## config.mk

```make
export PLATFORM = sky130hd
export DESIGN_NAME = icetap_capture_ctrl
export DESIGN_NICKNAME = d
export VERILOG_FILES = /design/src/rtl/icetap_capture_ctrl.sv
export SDC_FILE = /design/constraint.sdc
export NUM_CORES = 1
export LEC_CHECK = 0
export ABC_AREA = 0
export CORE_MARGIN = 2
export CORE_UTILIZATION = 53
export CTS_BUF_LIST = sky130_fd_sc_hd__clkbuf_8
export DETAILED_ROUTE_END_ITERATION = 8
export PLACE_DENSITY = 0.91
export SLEW_MARGIN = 20
export SYNTH_ARGS = -nofsm -noshare
export SYNTH_HDL_FRONTEND = slang
export SYNTH_SLANG_ARGS = --single-unit
```

## constraint.sdc

```tcl
create_clock -name src_clk -period 2.9 [get_ports src_clk]
set_clock_uncertainty 0.15 [all_clocks]
set_input_delay 0.58 -clock src_clk [delete_from_list [all_inputs] [get_ports src_clk]]
set_output_delay 0.58 -clock src_clk [all_outputs]
set_load 0.01 [all_outputs]
```

## src/rtl/icetap_capture_ctrl.sv

```systemverilog
// Capture sequencer for the icetap logic analyzer: arms on start, waits for an
// acceptable trigger, fills the post-trigger window and reports the RAM layout.
module icetap_capture_ctrl #(
  parameter int NR_SIGNALS    = 4,
  parameter int RECORD_DEPTH  = 4,
  parameter int RAM_ADDR_BITS = $clog2(RECORD_DEPTH)
) (
  input  logic                     src_clk,
  input  logic                     src_reset,
  input  logic                     start,
  input  logic                     abort,
  input  logic [1:0]               trigger_pos,
  input  logic                     store_hit,
  input  logic                     trigger_hit,
  input  logic [NR_SIGNALS-1:0]    signals_in,
  output logic                     ram_wr_ena,
  output logic [RAM_ADDR_BITS-1:0] ram_wr_addr,
  output logic [NR_SIGNALS-1:0]    ram_wr_data,
  output logic [1:0]               state,
  output logic [RAM_ADDR_BITS-1:0] start_addr,
  output logic [RAM_ADDR_BITS-1:0] trigger_addr,
  output logic [RAM_ADDR_BITS-1:0] stop_addr,
  output logic                     done
);

  localparam int AW = RAM_ADDR_BITS;
  localparam logic [AW:0]   DEPTH_C = (AW+1)'(RECORD_DEPTH);
  localparam logic [AW:0]   ONE_C   = (AW+1)'(1);
  localparam logic [AW-1:0] LAST_C  = AW'(RECORD_DEPTH - 1);
  localparam logic [AW-1:0] HALF_C  = AW'(RECORD_DEPTH / 2);

  typedef enum logic [1:0] {
    IDLE         = 2'd0,
    PRE_TRIGGER  = 2'd1,
    POST_TRIGGER = 2'd2,
    DONE         = 2'd3
  } state_t;

  state_t        cur_state, nxt_state;
  logic [AW-1:0] wr_ptr, wr_ptr_n, ptr_inc;
  logic [AW:0]   fill, fill_n, fill_inc;
  logic [AW:0]   post_left, post_left_n;
  logic [AW-1:0] pre_needed, pre_needed_n, post_needed, post_needed_n;
  logic [AW-1:0] pos_pre;
  logic [AW-1:0] start_addr_n, trigger_addr_n, stop_addr_n;
  logic          wr_ena_n, done_n;

  assign state    = cur_state;
  assign ptr_inc  = wr_ptr + AW'(1);
  assign fill_inc = (fill == DEPTH_C) ? fill : fill + ONE_C;

  always_comb begin
    case (trigger_pos)
      2'd0:    pos_pre = '0;
      2'd2:    pos_pre = LAST_C;
      default: pos_pre = HALF_C;
    endcase
  end

  always_comb begin
    nxt_state      = cur_state;
    wr_ptr_n       = wr_ptr;
    fill_n         = fill;
    post_left_n    = post_left;
    pre_needed_n   = pre_needed;
    post_needed_n  = post_needed;
    start_addr_n   = start_addr;
    trigger_addr_n = trigger_addr;
    stop_addr_n    = stop_addr;
    wr_ena_n       = 1'b0;
    done_n         = 1'b0;

    if (abort) begin
      nxt_state = IDLE;
    end else begin
      case (cur_state)
        IDLE, DONE: begin
          if (start) begin
            pre_needed_n  = pos_pre;
            post_needed_n = LAST_C - pos_pre;
            wr_ptr_n      = '0;
            fill_n        = '0;
            nxt_state     = PRE_TRIGGER;
          end
        end
        PRE_TRIGGER: begin
          if (trigger_hit && (fill >= {1'b0, pre_needed})) begin
            wr_ena_n       = 1'b1;
            wr_ptr_n       = ptr_inc;
            fill_n         = fill_inc;
            trigger_addr_n = wr_ptr;
            if (post_needed == '0) begin
              stop_addr_n  = wr_ptr;
              start_addr_n = (fill_inc == DEPTH_C) ? ptr_inc : '0;
              done_n       = 1'b1;
              nxt_state    = DONE;
            end else begin
              post_left_n = {1'b0, post_needed};
              nxt_state   = POST_TRIGGER;
            end
          end else if (store_hit) begin
            wr_ena_n = 1'b1;
            wr_ptr_n = ptr_inc;
            fill_n   = fill_inc;
          end
        end
        POST_TRIGGER: begin
          if (store_hit) begin
            wr_ena_n    = 1'b1;
            wr_ptr_n    = ptr_inc;
            fill_n      = fill_inc;
            post_left_n = post_left - ONE_C;
            if (post_left == ONE_C) begin
              stop_addr_n  = wr_ptr;
              start_addr_n = (fill_inc == DEPTH_C) ? ptr_inc : '0;
              done_n       = 1'b1;
              nxt_state    = DONE;
            end
          end
        end
        default: nxt_state = IDLE;
      endcase
    end
  end

  always_ff @(posedge src_clk or posedge src_reset) begin
    if (src_reset) begin
      cur_state    <= IDLE;
      wr_ptr       <= '0;
      fill         <= '0;
      post_left    <= '0;
      pre_needed   <= '0;
      post_needed  <= '0;
      start_addr   <= '0;
      trigger_addr <= '0;
      stop_addr    <= '0;
      done         <= 1'b0;
      ram_wr_ena   <= 1'b0;
      ram_wr_addr  <= '0;
      ram_wr_data  <= '0;
    end else begin
      cur_state    <= nxt_state;
      wr_ptr       <= wr_ptr_n;
      fill         <= fill_n;
      post_left    <= post_left_n;
      pre_needed   <= pre_needed_n;
      post_needed  <= post_needed_n;
      start_addr   <= start_addr_n;
      trigger_addr <= trigger_addr_n;
      stop_addr    <= stop_addr_n;
      done         <= done_n;
      ram_wr_ena   <= wr_ena_n;
      if (wr_ena_n) begin
        ram_wr_addr <= wr_ptr;
        ram_wr_data <= signals_in;
      end
    end
  end

endmodule

```

==> summary by stage <==
Worst setup path
The worst setup path is captured at a flip-flop. In this run the worst path has a maximum fanout of 6. The worst setup path is launched from a flip-flop. The required time of the critical path is 2.92 ns. The critical path is of the reg2reg type. Counting cells, the worst reg-to-reg path comes to 6. The arrival time of data at the critical path endpoint is 2.25 ns.

Logic synthesis
Synthesis handed over a netlist of 140 instances. After synthesis, the largest area contributor takes up 47.2% of total cell area. The sequential share of the synthesized area is 47.2%. The top flip-flop cell by instance count after synthesis is dfrtp_1. Synthesis inferred 28 register bits.

Ranked by total cell area, the synthesized netlist is headed by dfrtp_1 47%, ha_1 6.7%, mux2_1 4.6%, inv_1 3.5%, nand2_1 2.5%. The post-synth design cell area is 1480 µm². Yosys printed 0 warnings. After synthesis, the mean cell area works out to 10.6 µm².

The largest total area in the synthesized netlist belongs to dfrtp_1. The number of nets in the synthesized netlist is 160. In the synthesized netlist the async set-or-reset flop fraction comes to 100%. The count of unique library cells instantiated by Yosys is 41. Yosys mapped a number of flops with a built-in enable equal to 0.

Floorplanning
The die extent in y is 56.9 µm. For this configuration, the core starts out at a cell density of 54.8%. The core region area is 2710 µm². Pin placement for this block handled 28 I/O pins. The row count is 19.

The overall die width is 56.9 µm. The die covers 3240 µm².

Placed design
The cell total after placement is 197. The placed instances occupy a cell area of 1790 µm². Before CTS, the worst setup slack after placement is 0.443 ns. The HPWL after detailed placement is 2300 µm. The total of buffers placed on input and output ports is 27. The last weighted congestion value of the routability-driven placer is 0.907.

Clock tree
The clock slew at the register clock pins of the worst setup and hold paths is 0.10 ns. TritonCTS built the clock tree. At the later pin of the worst-skew pair, clock insertion delay measures 0.28 ns. The clock drives 28 sinks.

In this run, CTS created clock tree buffers numbering 3. The number of H-tree levels is 1. In this run, post-CTS repair resized a total of 0 instances. Once the clock tree was built, the setup fixing pass inserted 0 buffers. The number of hold buffers added after CTS is 0.

Counting along the longest clock path gives a buffer depth of 2. Clock tree synthesis selected as its root buffer the cell clkbuf_8.

Cells and area
The fraction of final layout cells with drive strength greater than 1 is 10.6%. The final layout contains 191 nets. The cell area after layout is 1860 µm². The utilization after layout is 68.7%.

The post-route non-filler standard cell count is 201. 0 antenna diodes ended up in the layout. The synthesis-to-layout area growth is 25.5%. Fill cells in the final layout number 214.

Power and ir drop
The combinational share of power is 46.1%. The power density over cell area is 905 nW/µm². The net switching share of the total power is 37.0%.

Summed over all cells, the static leakage comes to 0.860 nW. The share of total power in the clock network is 18.5%. Across the VDD grid, the largest voltage drop is 0.650 mV. The sequential cell fraction of total power is 35.4%. The net switching power is 624 µW.

The overall power after layout is 1.68 mW. Internal power comes to 1.06 mW.

Global routing
The pin count of the biggest net entering global routing is 29. The sum of overflow across all layers after global routing is 0. The global-route wire length before repair is 5150 µm. The number of global-route vias before repair is 1132.

The initial antenna violation count is 0. The total global routing track utilization is 20.4%.

Drt
The wire length after detailed routing is 3000 µm. After detailed routing, the average wire length per cell comes to 14.9 µm. The number of antenna-violating nets in the routed design is 0. The count of vias placed by the detailed router is 1151. The via density per instance is 5.73. The detailed-route DRC error count is 0. The DRC marker count from the first detailed-route iteration is 21. Before antenna repair, the detailed router went through 4 iterations.

Timing
The worst hold margin is 0.343 ns. The worst-case headroom to the max-slew limit is 73.0%. The number of failing hold endpoints at the final stage came to 0. Setup violations remaining at the end of the flow were counted as 0. Adding up every negative setup slack in the final design gives 0 ns.

After layout, the worst setup slack is 0.668 ns. The total count of max-transition violations in the final report was 0. The achievable clock frequency is 0.448 GHz. The pin slew with the least headroom to its limit is 0.394 ns.

The final critical-path required period is 2.23 ns. Setup repair after global routing left no endpoint under its margin. Of the available clock period, the critical path in the final layout requires 77.0%.

Min path
The min-delay analysis places its worst path in the category reg2reg. The worst hold path was traced through 2 stages.

Run status
The run finished with clean final reports.

Job
The number of max-capacitance violations reported is 0.
worst paths after layout:
kind	startpoint	endpoint	slack, ns
worst max-delay path	fill[0]$_DFFE_PP0P_	stop_addr[0]$_DFFE_PP0P_	0.67
worst min-delay path	post_left[1]$_DFFE_PP0P_	post_left[1]$_DFFE_PP0P_	0.34
worst max register to register	fill[0]$_DFFE_PP0P_	stop_addr[0]$_DFFE_PP0P_	0.67
worst min register to register	post_left[1]$_DFFE_PP0P_	post_left[1]$_DFFE_PP0P_	0.34
max in group asynchronous	src_reset	ram_wr_data[0]$_DFFE_PP0P_	1.84
min in group asynchronous	src_reset	stop_addr[0]$_DFFE_PP0P_	0.51
logic make-up after synthesis:
| logic type | after synthesis | share of synthesized area, % |
|---|---|---|
| flip-flops | 28 | 47.2 |
| AO/OA/AOI/OAI | 38 | 19.1 |
| multiplexers | 13 | 10.2 |
| adder cells (fa/ha/maj) | 8 | 6.75 |
| buffers and inverters | 17 | 4.47 |
| AND/OR/NAND/NOR | 36 | 12.2 |
Yosys cell counts, drive strengths merged (3+ instances only):
cell	instances
nand3	4
dfrtp	28
nor2b	3
o21ai	12
inv	15
nor3	4
nor2	10
ha	8
a21oi	5
nand2	10
nand2b	4
mux2	11
layout make-up:
class / count / area, µm² / share of cell area (%)
clock buffer: 3 / 41.3 / 2.22
clock inverter: 1 / 30.0 / 1.61
inverter: 15 / 56.3 / 3.02
multi-input combinational: 95 / 717 / 38.5
sequential: 28 / 701 / 37.6
tap: 31 / 38.8 / 2.08
timing repair buffer: 28 / 278 / 14.9
cell usage in the layout, fill, tap and decap left out, types with 2 or more instances in the layout:
cell type	Yosys	final
mux2_2	3	3
mux2_4	2	2
a21o_1	2	2
a311oi_1	2	2
mux2_1	6	6
a22o_1	2	2
dfrtp_1	28	28
mux2i_1	2	2
a21oi_1	5	5
clkbuf_8	0	3
o21ai_1	5	5
clkdlybuf4s50_1	0	27
nor2_1	9	9
nor2b_1	2	2
nand2_1	10	10
ha_1	8	8
nor3_1	3	3
inv_1	14	14
o21ai_0	6	6
nand2b_1	4	4
nand3_1	4	4
registers in the layout (all words and copies together) (netlist names):
register	cells
ram_wr_ena	1
done	1
trigger_addr	2
fill	3
post_needed	2
start_addr	2
stop_addr	2
ram_wr_addr	2
pre_needed	2
state	2
wr_ptr	2
ram_wr_data	4
post_left	3
power groups by stage:
stage	clock network (mW)	registers [mW]	logic, mW
after floorplan	0	0.615	0.493
after global placement	0	0.594	0.735
after detailed placement	0	0.605	0.767
after CTS	0.317	0.597	0.779
after global routing	0.330	0.614	0.852
final	0.312	0.597	0.776
metal layers:
metal / vias up / global-route usage, % / part of all wire (%)
met2: 26 / 35.8 / 53
met1: 566 / 25.7 / 43
met5: - / 0 / 0
met4: 0 / 7.64 / 1.7
li1: 554 / - / -
met3: 5 / 2.30 / 2.3
critical path, cell delays in order, from the launching register on:
cell,delay (ns)
dfrtp_1,0.46
inv_1,0.13
ha_1,0.34
nor2b_4,0.06
o311a_1,0.33
a211o_4,0.36
mux2_4,0.31
No activity file was read; power rests on OpenSTA's default activity.
